==> src/rtl/door_ctrl_timed.sv <==
// Automatic-door controller: synchronised and debounced sensors, hold-open and motion timers,
// obstruction reversal, limit-conflict and timeout faults, and an emergency-stop state.
module door_ctrl_timed #(
    parameter int unsigned CNT_W        = 16,
    parameter int unsigned HOLD_CYCLES  = 1000,
    parameter int unsigned MOVE_TIMEOUT = 5000,
    parameter int unsigned DEB_CYCLES   = 4
) (
    input  logic       clk,
    input  logic       rst_n,
    input  logic       ena,
    input  logic       sensor,
    input  logic       estop,
    input  logic       lim_open,
    input  logic       lim_closed,
    input  logic       fault_clr,
    output logic       motor_open,
    output logic       motor_close,
    output logic [2:0] state,
    output logic       fault,
    output logic [1:0] fault_code
);
    localparam int unsigned DW = $clog2(DEB_CYCLES + 1);
    localparam logic [CNT_W-1:0] HOLD_LOAD = CNT_W'(HOLD_CYCLES - 1);
    localparam logic [CNT_W-1:0] MOVE_LAST = CNT_W'(MOVE_TIMEOUT - 1);
    localparam logic [DW-1:0]    DEB_LAST  = DW'(DEB_CYCLES - 1);

    typedef enum logic [2:0] {
        StClosed  = 3'd0,
        StOpening = 3'd1,
        StOpen    = 3'd2,
        StClosing = 3'd3,
        StStopped = 3'd4,
        StFault   = 3'd5
    } state_e;

    // Bit order: {estop, lim_closed, lim_open, sensor}
    logic [3:0]          sync1_q, sync2_q;
    // Bit order: {lim_closed, lim_open, sensor}
    logic [2:0]          deb_q;
    logic [2:0][DW-1:0]  deb_cnt_q;

    state_e              state_q, state_d;
    logic [CNT_W-1:0]    timer_q, timer_d;
    logic [1:0]          code_q, code_d;

    logic sen_db, lo_db, lc_db, est_s;
    assign sen_db = deb_q[0];
    assign lo_db  = deb_q[1];
    assign lc_db  = deb_q[2];
    assign est_s  = sync2_q[3];

    // Synchronisers run regardless of ena so no stale pin value is held across a pause.
    always_ff @(posedge clk or negedge rst_n) begin
        if (!rst_n) begin
            sync1_q   <= '0;
            sync2_q   <= '0;
            deb_q     <= 3'b100;
            deb_cnt_q <= '0;
        end else begin
            sync1_q <= {estop, lim_closed, lim_open, sensor};
            sync2_q <= sync1_q;
            if (ena) begin
                for (int i = 0; i < 3; i++) begin
                    if (sync2_q[i] == deb_q[i]) begin
                        deb_cnt_q[i] <= '0;
                    end else if (deb_cnt_q[i] == DEB_LAST) begin
                        deb_cnt_q[i] <= '0;
                        deb_q[i]     <= sync2_q[i];
                    end else begin
                        deb_cnt_q[i] <= deb_cnt_q[i] + DW'(1);
                    end
                end
            end
        end
    end

    always_comb begin
        state_d = state_q;
        timer_d = timer_q;
        code_d  = code_q;
        if (est_s && state_q != StFault) begin
            state_d = StStopped;
        end else if (lo_db && lc_db && state_q != StFault && state_q != StStopped) begin
            state_d = StFault;
            code_d  = 2'd2;
        end else begin
            unique case (state_q)
                StClosed: begin
                    if (sen_db)      state_d = StOpening;
                    else if (!lc_db) state_d = StClosing;
                end
                StOpening: begin
                    if (!lo_db && timer_q == MOVE_LAST) begin
                        state_d = StFault;
                        code_d  = 2'd1;
                    end else if (lo_db) begin
                        state_d = StOpen;
                    end else begin
                        timer_d = timer_q + CNT_W'(1);
                    end
                end
                StOpen: begin
                    if (sen_db)              timer_d = HOLD_LOAD;
                    else if (timer_q == '0)  state_d = StClosing;
                    else                     timer_d = timer_q - CNT_W'(1);
                end
                StClosing: begin
                    if (!lc_db && timer_q == MOVE_LAST) begin
                        state_d = StFault;
                        code_d  = 2'd1;
                    end else if (sen_db) begin
                        state_d = StOpening;
                    end else if (lc_db) begin
                        state_d = StClosed;
                    end else begin
                        timer_d = timer_q + CNT_W'(1);
                    end
                end
                StStopped: begin
                    state_d = lc_db ? StClosed : StOpening;
                end
                StFault: begin
                    if (fault_clr) begin
                        state_d = lc_db ? StClosed : StOpening;
                        code_d  = 2'd0;
                    end
                end
                default: begin
                    state_d = StFault;
                    code_d  = 2'd2;
                end
            endcase
        end
        // Every entry into a motion state, reversal included, restarts the motion timer.
        if (state_d != state_q && (state_d == StOpening || state_d == StClosing)) begin
            timer_d = '0;
        end else if (state_d == StOpen && state_q != StOpen) begin
            timer_d = HOLD_LOAD;
        end
    end

    always_ff @(posedge clk or negedge rst_n) begin
        if (!rst_n) begin
            state_q     <= StClosed;
            timer_q     <= '0;
            code_q      <= '0;
            motor_open  <= 1'b0;
            motor_close <= 1'b0;
            fault       <= 1'b0;
        end else if (ena) begin
            state_q     <= state_d;
            timer_q     <= timer_d;
            code_q      <= code_d;
            motor_open  <= (state_d == StOpening);
            motor_close <= (state_d == StClosing);
            fault       <= (state_d == StFault);
        end
    end

    assign state      = state_q;
    assign fault_code = code_q;

endmodule

==> config.mk <==
export PLATFORM = sky130hd
export DESIGN_NAME = door_ctrl_timed
export DESIGN_NICKNAME = d
export VERILOG_FILES = /design/src/rtl/door_ctrl_timed.sv
export SDC_FILE = /design/constraint.sdc
export NUM_CORES = 1
export LEC_CHECK = 0
export BUFFER_PORTS_ARGS = -buffer_cell sky130_fd_sc_hd__buf_4
export CORE_MARGIN = 3
export CORE_UTILIZATION = 60
export DETAILED_ROUTE_END_ITERATION = 8
export PLACE_DENSITY_LB_ADDON = 0.08
export SLEW_MARGIN = 20
export SYNTH_ARGS = -nofsm -noshare
export SYNTH_HDL_FRONTEND = slang
export SYNTH_SLANG_ARGS = --single-unit
==> constraint.sdc <==
create_clock -name clk -period 8.9 [get_ports clk]
set_clock_uncertainty 0.05 [all_clocks]
set_input_delay 0.89 -clock clk [delete_from_list [all_inputs] [get_ports clk]]
set_output_delay 0.89 -clock clk [all_outputs]
set_load 0.03 [all_outputs]
==> metrics.txt <==
Design Area, Final=around 0.0032 mm^2; hold depth=0; Layout area overhead=6.56%; initial antenna violation count=0; PwrDens=about 340 mW/mm^2; WL per Instance=17.0 um; CTS tree=done; reg2reg end=timer_q[1]; I/O pin cnt=16; Crit path required time=9.06 ns; cell taking the most area after synthesis=dfrtp_1; GR Util All Layers=24.1%; worst hold start=sync1_q[0]; synth unique cells=68; pre-CTS WS=approximately 5.5 ns; die span in y=approximately 77 um; first-pass GRT wire length=approximately 12 mm; post-cts resize count=0; R2R Setup Slk=5.44 ns; placed cell count=395; final std cells w/o fill=roughly 400; reg-to-reg startpoint=state[0]; post-synthesis simple-gate area fraction=between 20% and 30%; Sw Ratio=~46%; Die X=slightly below 80 um; Worst R2R Path Depth=8; most frequent cells in the layout=dfrtp_1 (43), nor2_1 (28), nand2_1 (27); post-synthesis cell area=0.00301 mm^2; Area contributors post-synth=dfrtp_1 (36%), mux2_4 (4.0%), nor2_1 (3.5%), o211ai_1 (3.5%), nand2_1 (3.4%); main combinational cell family by area after synthesis=compound AO/OA/AOI/OAI gates; fin crit share=38.9%; First DRT Iteration DRCs=306; post-synthesis adder-cell area fraction=2.08%; Net Count, Synth=350; WL final=6.85 mm; Post-CTS Setup Inserts=0; CP Max Fanout=18; count of state elements after synthesis=44; Initial Util=between 60% and 70%; post-synthesis xor/xnor area fraction=under 10%; routed via count=between 2000 and 3000; FMAX=289 MHz; status=finished, final reports clean; vias per std cell=6.40; Worst VDD drop=158 uV; fin worst setup slack=5.44 ns; I/O Buffers=15; Arr. time, crit path=approximately 3.6 ns; Worst Max-Slew Pin Slew=1.10 ns; Fillers=382; static leakage=about 1.3 nW; share of cells above drive strength 1=14.3%; DRC Markers=0; final setup fails=0; Tot Pwr=1.09 mW; final hold violations=0; asr flop ratio synth=100%; critical setup path kind=flip-flop to flip-flop; die area=0.00591 mm^2; drt first pass iters=5; Synth Instances=337; Skew-Pair Late Insertion Delay=0.31 ns; nets=348; Clock power frac=14.6%; Ys Warns=0; post-synth top area share=around 36%; Flop pwr share=a little under two fifths; Post-Syn Area per Cell=8.94 um^2; most common cell after layout, fill and taps aside=dfrtp_1; Synth Area in Compound Gates=23.4%; Min-Delay Path Class=flip-flop to flip-flop; HPWL after detailed placement=approximately 4.7 mm; Max-cap violations=0; Slew Limit Fails=0; clock sink total=44; Psw=0.500 mW; Final ANT Viol Nets=0; core area=0.00479 mm^2; Hold Path Sink=sync2_q[0]; Num CTS Buffers=5; number of diodes=0; Worst-path clk slew=0.09 ns; Final GP Congestion=0.882; H-tree depth=2; crit path launch type=flip-flop; Seq/Total Area, Yosys=around 37%; Worst Setup End Kind=flip-flop; Core Util, Final=roughly 67%; EDFF count, synth=0; mux cell area share after synthesis=between 5 and 6%; clk buf depth=2; max_slew headroom=26.3%; placed instance area=0.00309 mm^2; largest net degree at the start of global routing=45; setup TNS=0 ns; min Tclk post-route=3.46 ns; RSZ-0062 raised after global routing=false; Hold Buf Count CTS=0; root buf cell=clkbuf_8; Hold WS=0.294 ns; top_reg_cell synth=dfrtp_1; cell-internal power=roughly 0.59 mW; grt total ovfl=0; combinational fraction of design power=48.3%; Core Rows=25; vias in the first global route=2360
[flip-flops by register name, indices dropped and copies added, names as in the netlist, 2 cells and up]
signal,count
deb_cnt_q,9
deb_q,3
fault_code,2
timer_q,16
state,3
sync2_q,4
sync1_q,4
[synthesized netlist by cell type (3+ instances only)]
cell type  count
nand3_1       16
nor2b_1        4
a21oi_1       16
o21ai_1       10
o2bb2ai_1      5
dfrtp_1       43
inv_1         11
nand4_1        8
o221ai_1       3
nand2_1       27
a21o_1         4
a22o_1         3
buf_2          8
mux2_4         8
o211ai_1      14
ha_1           5
xnor2_1        8
mux2_2         3
o22ai_1        9
and3_1         4
nand3b_1       3
o21ai_0       10
o32ai_1        3
nand2b_1       4
nor4_1         4
nor2_1        28
xor2_1         7
clkbuf_1      13
nor3_1         4
or3_1          6
[power groups by stage]
stage               Clock (mW)  Combinational (mW)  Sequential [mW]
CTS                      0.163               0.520            0.401
detailed placement           0               0.516            0.404
finish                   0.160               0.527            0.406
floorplan                    0               0.475            0.337
global route             0.171               0.582            0.420
global placement             0               0.510            0.400
[cells by family after synthesis]
family / after synthesis
and+or+nand+nor: 123
AOI/OAI and AO/OA: 100
DFF: 44
buffers and inverters: 37
xor gates and xnor gates: 15
muxes: 13
adders and majority gates: 5
[critical path, cell delays in order, from the launching register on]
cell	delay [ns]
dfrtp_1	0.57
nor3b_2	0.24
buf_4	0.25
nand2b_1	0.31
or4_4	0.53
a22o_1	0.27
or3_1	0.54
o21ai_4	0.25
mux2_4	0.34
[cell type report]
class	instances	area, um^2	area share [%]
clock buffers	5	68.8	2.14
repair buffers	16	120	3.74
well taps	67	83.8	2.61
inverters	12	45.0	1.40
clock inverters	3	47.5	1.48
multi-input cells	256	1740	54.3
flip-flops and latches	44	1100	34.3
[how the worst max path moves through the flow]
stage          startpoint         end  slack (ns)
6_report         state[0]  timer_q[1]        5.44
5_1_grt          state[0]  timer_q[7]        5.25
4_1_cts          state[1]  timer_q[9]        5.48
3_5_place_dp     state[1]  timer_q[9]        5.50
3_3_place_gp     state[0]  timer_q[5]        5.56
2_1_floorplan  timer_q[0]  timer_q[6]        5.92
[metal layers]
metal  track usage [%]  up-vias  share of wire [%]
met2              37.7       93                 46
met3              4.69       14                5.5
li1                  -     1253                  -
met4              7.79        0                1.7
met5                 0        -                  0
met1              33.7     1221                 47
(Power assumes the default switching activity.)
